[config.mk]
export PLATFORM = sky130hd
export DESIGN_NAME = fetch_unit
export DESIGN_NICKNAME = d
export VERILOG_FILES = /design/src/rtl/cpu_pkg.sv /design/src/rtl/fetch_pc.sv /design/src/rtl/fetch_unit.sv
export SDC_FILE = /design/constraint.sdc
export NUM_CORES = 1
export LEC_CHECK = 0
export BUFFER_PORTS_ARGS = -buffer_cell sky130_fd_sc_hd__clkbuf_2
export CAP_MARGIN = 20
export CORE_UTILIZATION = 44
export CTS_BUF_LIST = sky130_fd_sc_hd__clkbuf_4
export CTS_CLUSTER_DIAMETER = 30
export CTS_CLUSTER_SIZE = 8
export DETAILED_ROUTE_END_ITERATION = 16
export HOLD_SLACK_MARGIN = 0.12
export PLACE_DENSITY = 0.87
export SYNTH_ARGS = -nofsm -noshare
export SYNTH_HDL_FRONTEND = slang
export SYNTH_SLANG_ARGS = --single-unit
[constraint.sdc]
create_clock -name clk -period 1.5 [get_ports clk]
set_input_delay 0.15 -clock clk [delete_from_list [all_inputs] [get_ports clk]]
set_output_delay 0.15 -clock clk [all_outputs]
set_load 0.005 [all_outputs]
[src/rtl/cpu_pkg.sv]
// Shared types and constants for the CPU front end: fetch FSM states,
// opcode field values and default bus widths.
package cpu_pkg;

  localparam int DEF_ADDR_W = 8;
  localparam int DEF_DATA_W = 16;

  localparam logic [2:0] OP_MOV  = 3'b110;
  localparam logic [2:0] OP_ALU  = 3'b101;
  localparam logic [2:0] OP_LDR  = 3'b011;
  localparam logic [2:0] OP_STR  = 3'b100;
  localparam logic [2:0] OP_HALT = 3'b111;

  typedef enum logic [2:0] {
    S_IDLE,
    S_ADDR,
    S_WAIT,
    S_VALID,
    S_DATA,
    S_HALT
  } fetch_state_t;

  // True when the opcode field (top three bits) of a word matches op.
  function automatic logic opcode_is(input logic [DEF_DATA_W-1:0] word,
                                     input logic [2:0] op);
    return word[DEF_DATA_W-1 -: 3] == op;
  endfunction

endpackage

[src/rtl/fetch_pc.sv]
// Program counter: reset to zero, seeded from start_pc, loaded with a
// branch target or incremented with natural wrap-around at the top.
module fetch_pc
  import cpu_pkg::*;
#(
  parameter int ADDR_W = DEF_ADDR_W
) (
  input  logic              clk,
  input  logic              rst,
  input  logic              init,
  input  logic              load,
  input  logic              inc,
  input  logic [ADDR_W-1:0] start_pc,
  input  logic [ADDR_W-1:0] target,
  output logic [ADDR_W-1:0] pc
);

  localparam logic [ADDR_W-1:0] ONE = {{(ADDR_W-1){1'b0}}, 1'b1};

  // PC update; init has priority over load, load over increment.
  always_ff @(posedge clk) begin
    if (rst) begin
      pc <= '0;
    end else if (init) begin
      pc <= start_pc;
    end else if (load) begin
      pc <= target;
    end else if (inc) begin
      pc <= pc + ONE;
    end
  end

endmodule

[src/rtl/fetch_unit.sv]
// Instruction fetch stage: owns the PC and the single RAM port, presents
// fetched instructions with valid/ready, slots controller loads/stores onto
// the same port while an instruction is pending, and stops on HALT.
module fetch_unit
  import cpu_pkg::*;
#(
  parameter int         ADDR_W  = DEF_ADDR_W,
  parameter int         DATA_W  = DEF_DATA_W,
  parameter logic [2:0] HALT_OP = OP_HALT
) (
  input  logic              clk,
  input  logic              rst,
  input  logic [ADDR_W-1:0] start_pc,
  output logic [ADDR_W-1:0] ram_addr,
  output logic              ram_w_en,
  output logic [DATA_W-1:0] ram_w_data,
  input  logic [DATA_W-1:0] ram_r_data,
  output logic [DATA_W-1:0] instr,
  output logic              instr_valid,
  input  logic              instr_ready,
  input  logic              pc_load,
  input  logic [ADDR_W-1:0] pc_target,
  input  logic              dp_req,
  input  logic              dp_we,
  input  logic [ADDR_W-1:0] dp_addr,
  input  logic [DATA_W-1:0] dp_wdata,
  output logic [DATA_W-1:0] dp_rdata,
  output logic              dp_done,
  output logic [ADDR_W-1:0] pc,
  output logic              halted
);

  fetch_state_t      state_reg, state_next;
  logic [DATA_W-1:0] instr_reg;
  logic [ADDR_W-1:0] dp_addr_reg;
  logic              dp_we_reg;
  logic              pc_init, pc_ld, pc_inc;

  fetch_pc #(.ADDR_W(ADDR_W)) u_pc (
    .clk      (clk),
    .rst      (rst),
    .init     (pc_init),
    .load     (pc_ld),
    .inc      (pc_inc),
    .start_pc (start_pc),
    .target   (pc_target),
    .pc       (pc)
  );

  assign instr = instr_reg;

  // FSM state register.
  always_ff @(posedge clk) begin
    if (rst) state_reg <= S_IDLE;
    else     state_reg <= state_next;
  end

  // Instruction register and captured data-access address/direction.
  always_ff @(posedge clk) begin
    if (rst) begin
      instr_reg   <= '0;
      dp_addr_reg <= '0;
      dp_we_reg   <= 1'b0;
    end else begin
      if (state_reg == S_WAIT) instr_reg <= ram_r_data;
      if (state_reg == S_VALID && dp_req) begin
        dp_addr_reg <= dp_addr;
        dp_we_reg   <= dp_we;
      end
    end
  end

  // Next-state, RAM port drive and handshake outputs.
  always_comb begin
    state_next  = state_reg;
    ram_addr    = pc;
    ram_w_en    = 1'b0;
    ram_w_data  = '0;
    instr_valid = 1'b0;
    dp_done     = 1'b0;
    dp_rdata    = '0;
    halted      = 1'b0;
    pc_init     = 1'b0;
    pc_ld       = 1'b0;
    pc_inc      = 1'b0;
    case (state_reg)
      S_IDLE: begin
        pc_init    = 1'b1;
        state_next = S_ADDR;
      end
      S_ADDR: begin
        state_next = S_WAIT;
      end
      S_WAIT: begin
        pc_inc     = 1'b1;
        state_next = opcode_is(ram_r_data, HALT_OP) ? S_HALT : S_VALID;
      end
      S_VALID: begin
        instr_valid = 1'b1;
        // A data access takes the port even if the controller is also ready;
        // the pending instruction stays put and must be consumed later.
        if (dp_req) begin
          ram_addr   = dp_addr;
          ram_w_en   = dp_we;
          ram_w_data = dp_wdata;
          state_next = S_DATA;
        end else if (instr_ready) begin
          pc_ld      = pc_load;
          state_next = S_ADDR;
        end
      end
      S_DATA: begin
        ram_addr    = dp_addr_reg;
        instr_valid = 1'b1;
        dp_done     = 1'b1;
        if (!dp_we_reg) dp_rdata = ram_r_data;
        state_next  = S_VALID;
      end
      S_HALT: begin
        halted = 1'b1;
      end
      default: begin
        state_next = S_IDLE;
      end
    endcase
  end

endmodule

==> results.ini <==
[synthesis]
synth_edf_count = 0
synth_area_per_cell_um2 = 7.33
synth_cell_types = 43
async_reset_ff_share_pct = 0
synthTopCellsByArea = dfxtp_1, nand2_1, and2_1
synth_area_mm2 = 0.00206
synth_top_area_share_pct = 35.0
ys_dominant_reg_cell = dfxtp_1
yosys_warnings = 0
synth-seq-cells = 36
yosys.area.top_type = dfxtp_1
yosysSeqAreaShare_pct = 35.0
synth_cells = 281
synth_nets = 344

[routing]
drt_iter0_drc = 139
wl_um = 8400
detail-route-antenna-nets = 0
drc = 0
viasPerCell = 5.53
drtPass1Iterations = 5
wl_per_cell_um = 16.3
via_count = 2848

[sta]
setup_viol = 53
fin_ws_ns = -0.241
tightest_slew_ns = 0.382
clock-skew-final_ns = 0.0134
slew_headroom_pct = 74.6
fin_crit_sh_pct = 116
period_minus_slack_ns = 1.74
slew_violations = 0
rsz0062_at_grt = true
max_freq_mhz = 574
hold_ws_ns = 0.142
hold_viol = 0

[clock_network]
ctsHtreeMaxLevel = 2
cts.sinks = 36
clk_pin_slew_ns = 0.13
numCtsBuffers = 5
clkLatencyLatePin_ns = 0.37
cts_max_path_buffers = 2
clk_root_buffer_cell = clkbuf_4
cts_tree = yes

[critical_path]
r2r_end = u_pc.pc[7]
cp-startpoint = state_reg[2]
cp-start-kind = register
r2r_start = state_reg[2]
cp.required_ns = 1.35
r2r_slack_ns = -0.07
criticalPathCategory = reg2out
endpoint = ram_addr[1]
r2r_cells = 6
end_kind = output port
worstPathMaxFanout = 8
arrival_ns = 1.59

[pwr]
p_leak_nw = 1.70
power_density_mw_per_mm2 = 716
peakVddDrop_uv = 583

[grt]
grt.total_usage_pct = 30.3
grt_pass1_wl_um = 12000
antenna_found_initial = 1
overflow = 0
grt_max_degree = 23
grt_pass1_vias = 2584

[outcome]
violations = negative setup slack
status = finished with violations

[floorplan]
rows = 24
die_h_um = 70.4
core_area_mm2 = 0.00441
die-area_mm2 = 0.00496
ioPinCount = 130
initial_core_util_pct = 46.7
die_x_um = 70.4

[placed_design]
placed_cells = 464
post-place-ws_ns = 0.0405
portBuffers = 129
post_dp_cell_area_mm2 = 0.00282
dpl.hpwl_um = 4570
place_congestion = 0.826

[cells_and_area]
fin_nets = 524
postLayoutCellArea_mm2 = 0.00352
area.growth.synth_to_final_pct = 70.8
finalNonFillerCells = 515
drive_gt1_share_pct = 46.5
largest_reg_flops = 16
fillers = 260

[hold_path]
hp-class = in2reg
whs_path_depth = 3

[run]
cap_viol_max_count = 0

==> cell usage after synthesis (all sizes together) (4+ instances only) <==
cell type	n
buf	13
dfxtp	36
inv	5
nand2	77
nand3b	5
a311oi	7
a21oi	31
and2	34
clkbuf	8
nor3	4
nand3	12
nor2	11
==> power by group <==
group	total, mW	internal, mW	leakage [nW]	switching [mW]
clock	0.573	0.184	0.0274	0.389
combinational	0.845	0.433	1.38	0.413
sequential	1.10	1.03	0.295	0.0740
total	2.52	1.64	1.70	0.876
==> stage by stage <==
step	setup TNS (ns)	power [mW]	util, %
2_1_floorplan	0	1.46	-
3_3_place_gp	0	1.76	63.9
3_5_place_dp	0	1.77	63.9
4_1_cts	-4.45	2.41	76.6
5_1_grt	-9.78	2.63	79.7
6_report	-7.01	2.52	79.7
==> critical path: stages, from the launching register on <==
cell and delay, ns:
dfxtp_2 0.38, nor2b_4 0.19, nand2b_4 0.09, inv_2 0.07, nor2_1 0.05, buf_4 0.15
nand2_1 0.10, nand3_2 0.08, clkbuf_2 0.12
==> layout make-up <==
| type | count | area [um2] | area share (%) |
|---|---|---|---|
| clock inverter | 3 | 23.8 | 0.676 |
| sequential | 36 | 727 | 20.7 |
| inverter | 5 | 18.8 | 0.533 |
| antenna | 1 | 2.50 | 0.0711 |
| clock buffer | 5 | 37.5 | 1.07 |
| multi-input combinational | 219 | 1330 | 37.7 |
| tap | 52 | 65.1 | 1.85 |
| timing repair buffer | 194 | 1320 | 37.4 |
==> per-layer routing <==
metal	routed length, um	track usage (%)	vias to the layer above
met2	4190	51.6	184
met4	406	13.6	0
li1	-	-	1307
met1	3110	35.7	1311
met3	687	7.36	46
met5	0	0	-
==> worst min path at each step <==
stage                 endpoint            from  slack [ns]
floorplan             instr[0]   ram_r_data[0]        0.29
global placement      instr[5]   ram_r_data[5]        0.38
detailed placement   instr[12]  ram_r_data[12]        0.39
CTS                 u_pc.pc[0]     start_pc[0]        0.15
global route        u_pc.pc[1]    pc_target[1]        0.17
finish              u_pc.pc[1]    pc_target[1]        0.14
==> layout by cell type (no fill, tap or decap), types with 2 or more instances in the layout <==
master	synthesis	routed
dfxtp_1	36	33
clkbuf_2	0	117
and3b_1	3	2
o211ai_1	3	3
and2_1	33	17
a31oi_2	0	3
nand3b_1	5	5
nor3_1	3	3
dfxtp_2	0	2
buf_4	2	24
clkinvlp_4	0	2
nand3_1	12	10
buf_6	4	20
a21oi_1	30	27
o21a_1	3	3
a21oi_2	1	3
and2_4	1	17
nor2_1	10	10
nand2_1	77	77
o21ai_0	2	2
clkbuf_4	0	5
inv_1	5	4
a21o_1	2	2
o31ai_2	0	2
xnor2_1	2	2
a311oi_1	7	6
nand3_2	0	2
dlygate4sd3_1	0	32
==> cell families after synthesis <==
family / Yosys count / share of synthesized area [%]
flip-flops: 36 / 35.0
AO/OA/AOI/OAI: 58 / 18.2
XOR/XNOR: 3 / 1.28
AND/OR/NAND/NOR: 157 / 38.0
adder cells (fa/ha/maj): 1 / 0.607
buffers and inverters: 26 / 6.93
==> repair_timing <==
action / in CTS / in global routing
resized for setup: 27 / 40
setup buffers: 12 / 0
cloned: 1 / 0
hold endpoints to repair: 32 / 0
pin swaps: 13 / 20
hold buffers: 32 / 0
endpoints found under the setup margin: 44 / 69
No activity file was read; power rests on OpenSTA's default activity.
